**src/rtl/counter_pkg.sv**
```systemverilog
// rtl/counter_pkg.sv - shared constants and helpers for the modulo up/down counter family
package counter_pkg;

  localparam logic CNT_UP = 1'b1;
  localparam logic CNT_DN = 1'b0;

  function automatic logic [31:0] bin2gray(input logic [31:0] n);
    return n ^ (n >> 1);
  endfunction

  // The modulus may equal 2^WIDTH, so the bound is computed in 64 bits.
  function automatic bit modulus_ok(input int width, input longint unsigned modulus);
    return (width >= 1) && (width <= 32) &&
           (modulus >= 64'd2) && (modulus <= (64'd1 << width));
  endfunction

endpackage

```
**src/rtl/mod_step.sv**
```systemverilog
// rtl/mod_step.sv - combinational next-value and wrap-event logic for one counter stage
module mod_step
  import counter_pkg::*;
#(
  parameter int              WIDTH   = 4,
  parameter longint unsigned MODULUS = 16
) (
  input  logic [WIDTH-1:0] count,
  input  logic             up,
  output logic [WIDTH-1:0] next,
  output logic             wrap_ev
);

  localparam logic [WIDTH-1:0] MAX = WIDTH'(MODULUS - 64'd1);

  // The terminal compare happens before the add/subtract, so the result never leaves 0..MAX.
  always_comb begin
    next    = count;
    wrap_ev = 1'b0;
    if (up == CNT_UP) begin
      if (count == MAX) begin
        next    = '0;
        wrap_ev = 1'b1;
      end else begin
        next = count + WIDTH'(1);
      end
    end else begin
      if (count == '0) begin
        next    = MAX;
        wrap_ev = 1'b1;
      end else begin
        next = count - WIDTH'(1);
      end
    end
  end

endmodule

```
**src/rtl/mod_updown_counter.sv**
```systemverilog
// rtl/mod_updown_counter.sv - synchronous cascadable modulo-N up/down counter with load and sticky wrap
module mod_updown_counter
  import counter_pkg::*;
#(
  parameter int              WIDTH    = 4,
  parameter longint unsigned MODULUS  = 16,
  parameter bit              GRAY_OUT = 1'b0
) (
  input  logic             clk,
  input  logic             reset,
  input  logic             en,
  input  logic             cin,
  input  logic             up,
  input  logic             load,
  input  logic [WIDTH-1:0] load_val,
  input  logic             clr_wrap,
  output logic [WIDTH-1:0] count,
  output logic [WIDTH-1:0] q_code,
  output logic             tc,
  output logic             wrap
);

  localparam logic [WIDTH-1:0] MAX = WIDTH'(MODULUS - 64'd1);

  generate
    if (!modulus_ok(WIDTH, MODULUS)) begin : g_bad_modulus
      $error("mod_updown_counter: MODULUS must be in 2..2^WIDTH and WIDTH in 1..32");
    end
  endgenerate

  logic [WIDTH-1:0] step_next;
  logic             wrap_ev;
  logic             step;
  logic [WIDTH-1:0] load_clamped;
  logic [WIDTH-1:0] next_count;
  logic [WIDTH-1:0] next_code;
  logic             wrap_set;

  mod_step #(
    .WIDTH  (WIDTH),
    .MODULUS(MODULUS)
  ) u_step (
    .count  (count),
    .up     (up),
    .next   (step_next),
    .wrap_ev(wrap_ev)
  );

  assign step         = en & cin;
  assign load_clamped = (64'(load_val) >= MODULUS) ? MAX : load_val;
  assign wrap_set     = step & ~load & wrap_ev;

  // Carry to the next stage is exactly "this stage wraps on the coming edge".
  assign tc = reset & wrap_set;

  always_comb begin
    next_count = count;
    if (load) begin
      next_count = load_clamped;
    end else if (step) begin
      next_count = step_next;
    end
  end

  // The code is derived from the next count so it lands in the same register stage as count.
  assign next_code = GRAY_OUT ? WIDTH'(bin2gray(32'(next_count))) : next_count;

  always_ff @(posedge clk) begin
    if (!reset) begin
      count  <= '0;
      q_code <= '0;
      wrap   <= 1'b0;
    end else begin
      count  <= next_count;
      q_code <= next_code;
      wrap   <= wrap_set | (wrap & ~clr_wrap);
    end
  end

endmodule
```
**config.mk**
```make
export PLATFORM = sky130hd
export DESIGN_NAME = mod_updown_counter
export DESIGN_NICKNAME = d
export VERILOG_FILES = /design/src/rtl/counter_pkg.sv /design/src/rtl/mod_step.sv /design/src/rtl/mod_updown_counter.sv
export SDC_FILE = /design/constraint.sdc
export NUM_CORES = 1
export LEC_CHECK = 0
export ABC_CLOCK_PERIOD_IN_PS = 3900
export CAP_MARGIN = 0
export CORE_AREA = 2 2 39 41
export DETAILED_ROUTE_END_ITERATION = 16
export DIE_AREA = 0 0 41 43
export PLACE_DENSITY = 0.81
export REMOVE_ABC_BUFFERS = 1
export SLEW_MARGIN = 10
export SYNTH_ARGS = -nofsm -noshare
export SYNTH_HDL_FRONTEND = slang
export SYNTH_HIERARCHICAL = 1
export SYNTH_SLANG_ARGS = --single-unit
```
**constraint.sdc**
```tcl
create_clock -name clk -period 3.9 [get_ports clk]
set_input_delay 1.17 -clock clk [delete_from_list [all_inputs] [get_ports clk]]
set_output_delay 1.17 -clock clk [all_outputs]
set_load 0.005 [all_outputs]
```
==> impl_metrics.toml <==
[setup_path]
reg2reg_depth = 7
cp-startpoint = "up"
crit_arrival_ns = 2.54
crit_path_cell_trace = "dlygate4sd2_1 -> inv_1 -> nand3_1 -> mux2i_1 -> nand4b_1 -> nor2_1 -> clkdlybuf4s50_1"
end_kind = "primary output"
crit_family = "buffers and inverters"
crit_path_max_fanout = 5
crit_required_ns = 2.73
critPathSlowestCell = "clkdlybuf4s50_1"
reg2reg_setup_slack_ns = 2.02
critPathKind = "in -> out"
timing.critical_path.buf_inv = 3
start_kind = "primary input"
r2r-start = "q_code[0]$_SDFFE_PN0P_"
slowest_delay_ns = 0.50
r2r-end = "q_code[3]$_SDFFE_PN0P_"

[global_routing]
first_global_vias = 413
overflow = 0
grt_usage_pct = 14.94
grt_pass1_wl_um = 1773
antenna_found_initial = 0
grt_max_degree = 13

[cells_and_area]
final_core_util_pct = 52.53
multiInputGateArea_um2 = 310.3
fin_nets = 91
area_growth_syn_to_layout_pct = 43.10
num-fill-cells = 131
drive_gt1_share_pct = 22.08
regArea_um2 = 100.1
antenna_cells = 0

[route]
viasPerCell = 5.312
dr.first_iter.drc_count = 10
wire_per_inst_um = 12.37
routed_wl_um = 1150
drc = 0
vias = 494
first_pass_iters = 4
ant_nets = 0

[timing]
worstMarginPinSlew_ns = 0.3798
finalCriticalPeriod_ns = 3.708
skew_ns = 0.0009329
slew_viol_final = 0
finalHoldViolCount = 0
rsz0062_at_grt = "no"
tns_ns = 0
period_share_pct = 95.08
max_freq_ghz = 0.2697
setup_violations = 0
max_slew_margin_pct = 74.33

[job]
max-cap-violations = 0

[clock_tree]
cts_buffers = 3
clock-root-buffer = "clkbuf_4"
ctsResizeCount = 1
cts_hold_buf = 0
cts.clk_slew.worst_paths_ns = 0.04
cts-htree-levels = 1
clockBufferDepth = 2
cts_setup_buffers = 0
cts_tree = "done"
clk_latency_ns = 0.24
clock_sinks = 5

[floorplanning]
start_util_pct = 36.71
die_area_um2 = 1763
die_y_um = 43
die_x_um = 41
std_cell_rows = 14
design.portCount = 21
core_um2 = 1384

[pwr]
clkPwrFrac_pct = 30.8
peakVddDrop_mv = 0.2175
p_total_w = 0.0001889
netSwitchingPower_w = 0.00005303
powerDensity_nw_per_um2 = 259.8
switching_share_pct = 28.07
power.internal_w = 0.0001358
seq_power_share_pct = 33.6
leakage_nw = 0.2861
pwr-share-comb_pct = 35.6

[logic_synthesis]
synthesis.yosys.warnings = 6
synthArstFlopShare_pct = 0
ys_types = 27
avgSynthCellArea_um2 = 9.071
synth_enable_flop_cells = 0
ys_ff_latch = 5
ys_seq_area_share_pct = 19.70
synth_top_flop_cell = "dfxtp_1"
syn_area_um2 = 508.0
syn_inst = 56

[worst_hold_path]
hold_end = "wrap$_SDFF_PN0_"
hold_start = "wrap$_SDFF_PN0_"
hp-class = "reg -> reg"
whs_path_depth = 2

[placement]
gp_congestion = 0.7116
hpwl_um = 888.7
portBuffers = 20

[outcome]
status = "complete, no violations"
==> through the flow <==
step	cells	hold WS (ns)	area [um2]	setup WS, ns
after global routing	93	0.5145	726.9	0.08128
after floorplan	48	0.4658	444.2	1.086
final	93	0.4912	726.9	0.1918
after CTS	93	0.5057	726.9	0.1946
after global placement	89	0.4721	701.9	-0.02787
after detailed placement	89	0.5004	701.9	-0.05635
==> worst reg2reg max path: stages, from the launching register on <==
cell	delay, ns
dfxtp_1	0.49
inv_1	0.13
ha_1	0.25
o21bai_1	0.16
a221oi_1	0.27
a31oi_1	0.08
and4bb_4	0.34
a2111oi_2	0.04
==> cells by family (layout without fill, tap and decap cells) <==
family / count (synthesis) / in the layout / synth area share, %
compound gates: 15 / 15 / 28.57
xor+xnor: 2 / 2 / 3.449
fa+ha+maj: 2 / 2 / 4.925
buf+inv: 17 / 38 / 19.21
flops: 5 / 5 / 19.71
mux: 2 / 2 / 3.941
simple gates: 13 / 13 / 20.20
==> cells in the final DEF, fill, tap and decap left out, types with 2 or more instances in the layout <==
cell             synthesis  routed
a2111oi_2                4       4
a211oi_1                 2       2
a211oi_2                 2       2
a21oi_1                  2       2
and4bb_4                 2       2
buf_4                    5       5
clkbuf_4                 0       3
clkdlybuf4s50_1          0      19
dfxtp_1                  5       5
ha_1                     2       2
inv_1                    8       8
mux2i_1                  2       2
nand3_1                  2       2
nor2_1                   2       2
nor4bb_1                 2       2
xnor2_1                  2       2
==> power by group through the flow <==
stage	Combinational (W)	Clock [W]	Sequential, W
after floorplan	0.0000297	0	0.0000634
after global placement	0.0000664	0	0.0000638
after detailed placement	0.0000674	0	0.0000642
after CTS	0.0000674	0.0000605	0.0000633
after global routing	0.0000734	0.0000657	0.0000643
final	0.0000673	0.0000581	0.0000635
==> Yosys cell counts, types with 2 or more instances <==
library cell / count / share of area (%)
a2111oi_2: 4 / 12
a211oi_1: 2 / 3.0
a211oi_2: 2 / 4.9
a21oi_1: 2 / 2.0
and4bb_4: 2 / 6.4
buf_4: 5 / 7.4
buf_6: 2 / 4.4
dfxtp_1: 5 / 20
ha_1: 2 / 4.9
inv_1: 8 / 5.9
mux2i_1: 2 / 3.9
nand3_1: 2 / 2.0
nor2_1: 2 / 1.5
nor4bb_1: 2 / 3.9
xnor2_1: 2 / 3.4
==> worst max-delay path by stage <==
stage	to	slack [ns]	depth (start not counted)
floorplan	tc	1.09	5
global placement	tc	-0.03	6
detailed placement	tc	-0.06	6
CTS	tc	0.19	7
global route	tc	0.08	7
finish	tc	0.19	7
==> area by class of cell <==
type                            instances  area share, %
Inverter                                9          4.647
Multi-Input combinational cell         34          42.69
Clock buffer                            4          3.614
Timing Repair Buffer                   25          32.53
Sequential cell                         5          13.77
Tap cell                               16          2.754
==> flip-flops by register name, indices dropped and copies added, names as in the netlist <==
register	flops
wrap	1
q_code	4
==> routing by layer <==
layer	routed length, um	part of all wire [%]	GRT usage (%)
met4	0	0	6.000
met5	0	0	0
met1	501	44	17.95
met2	569	49	22.50
met3	78	6.8	6.283
(Power assumes the default switching activity.)
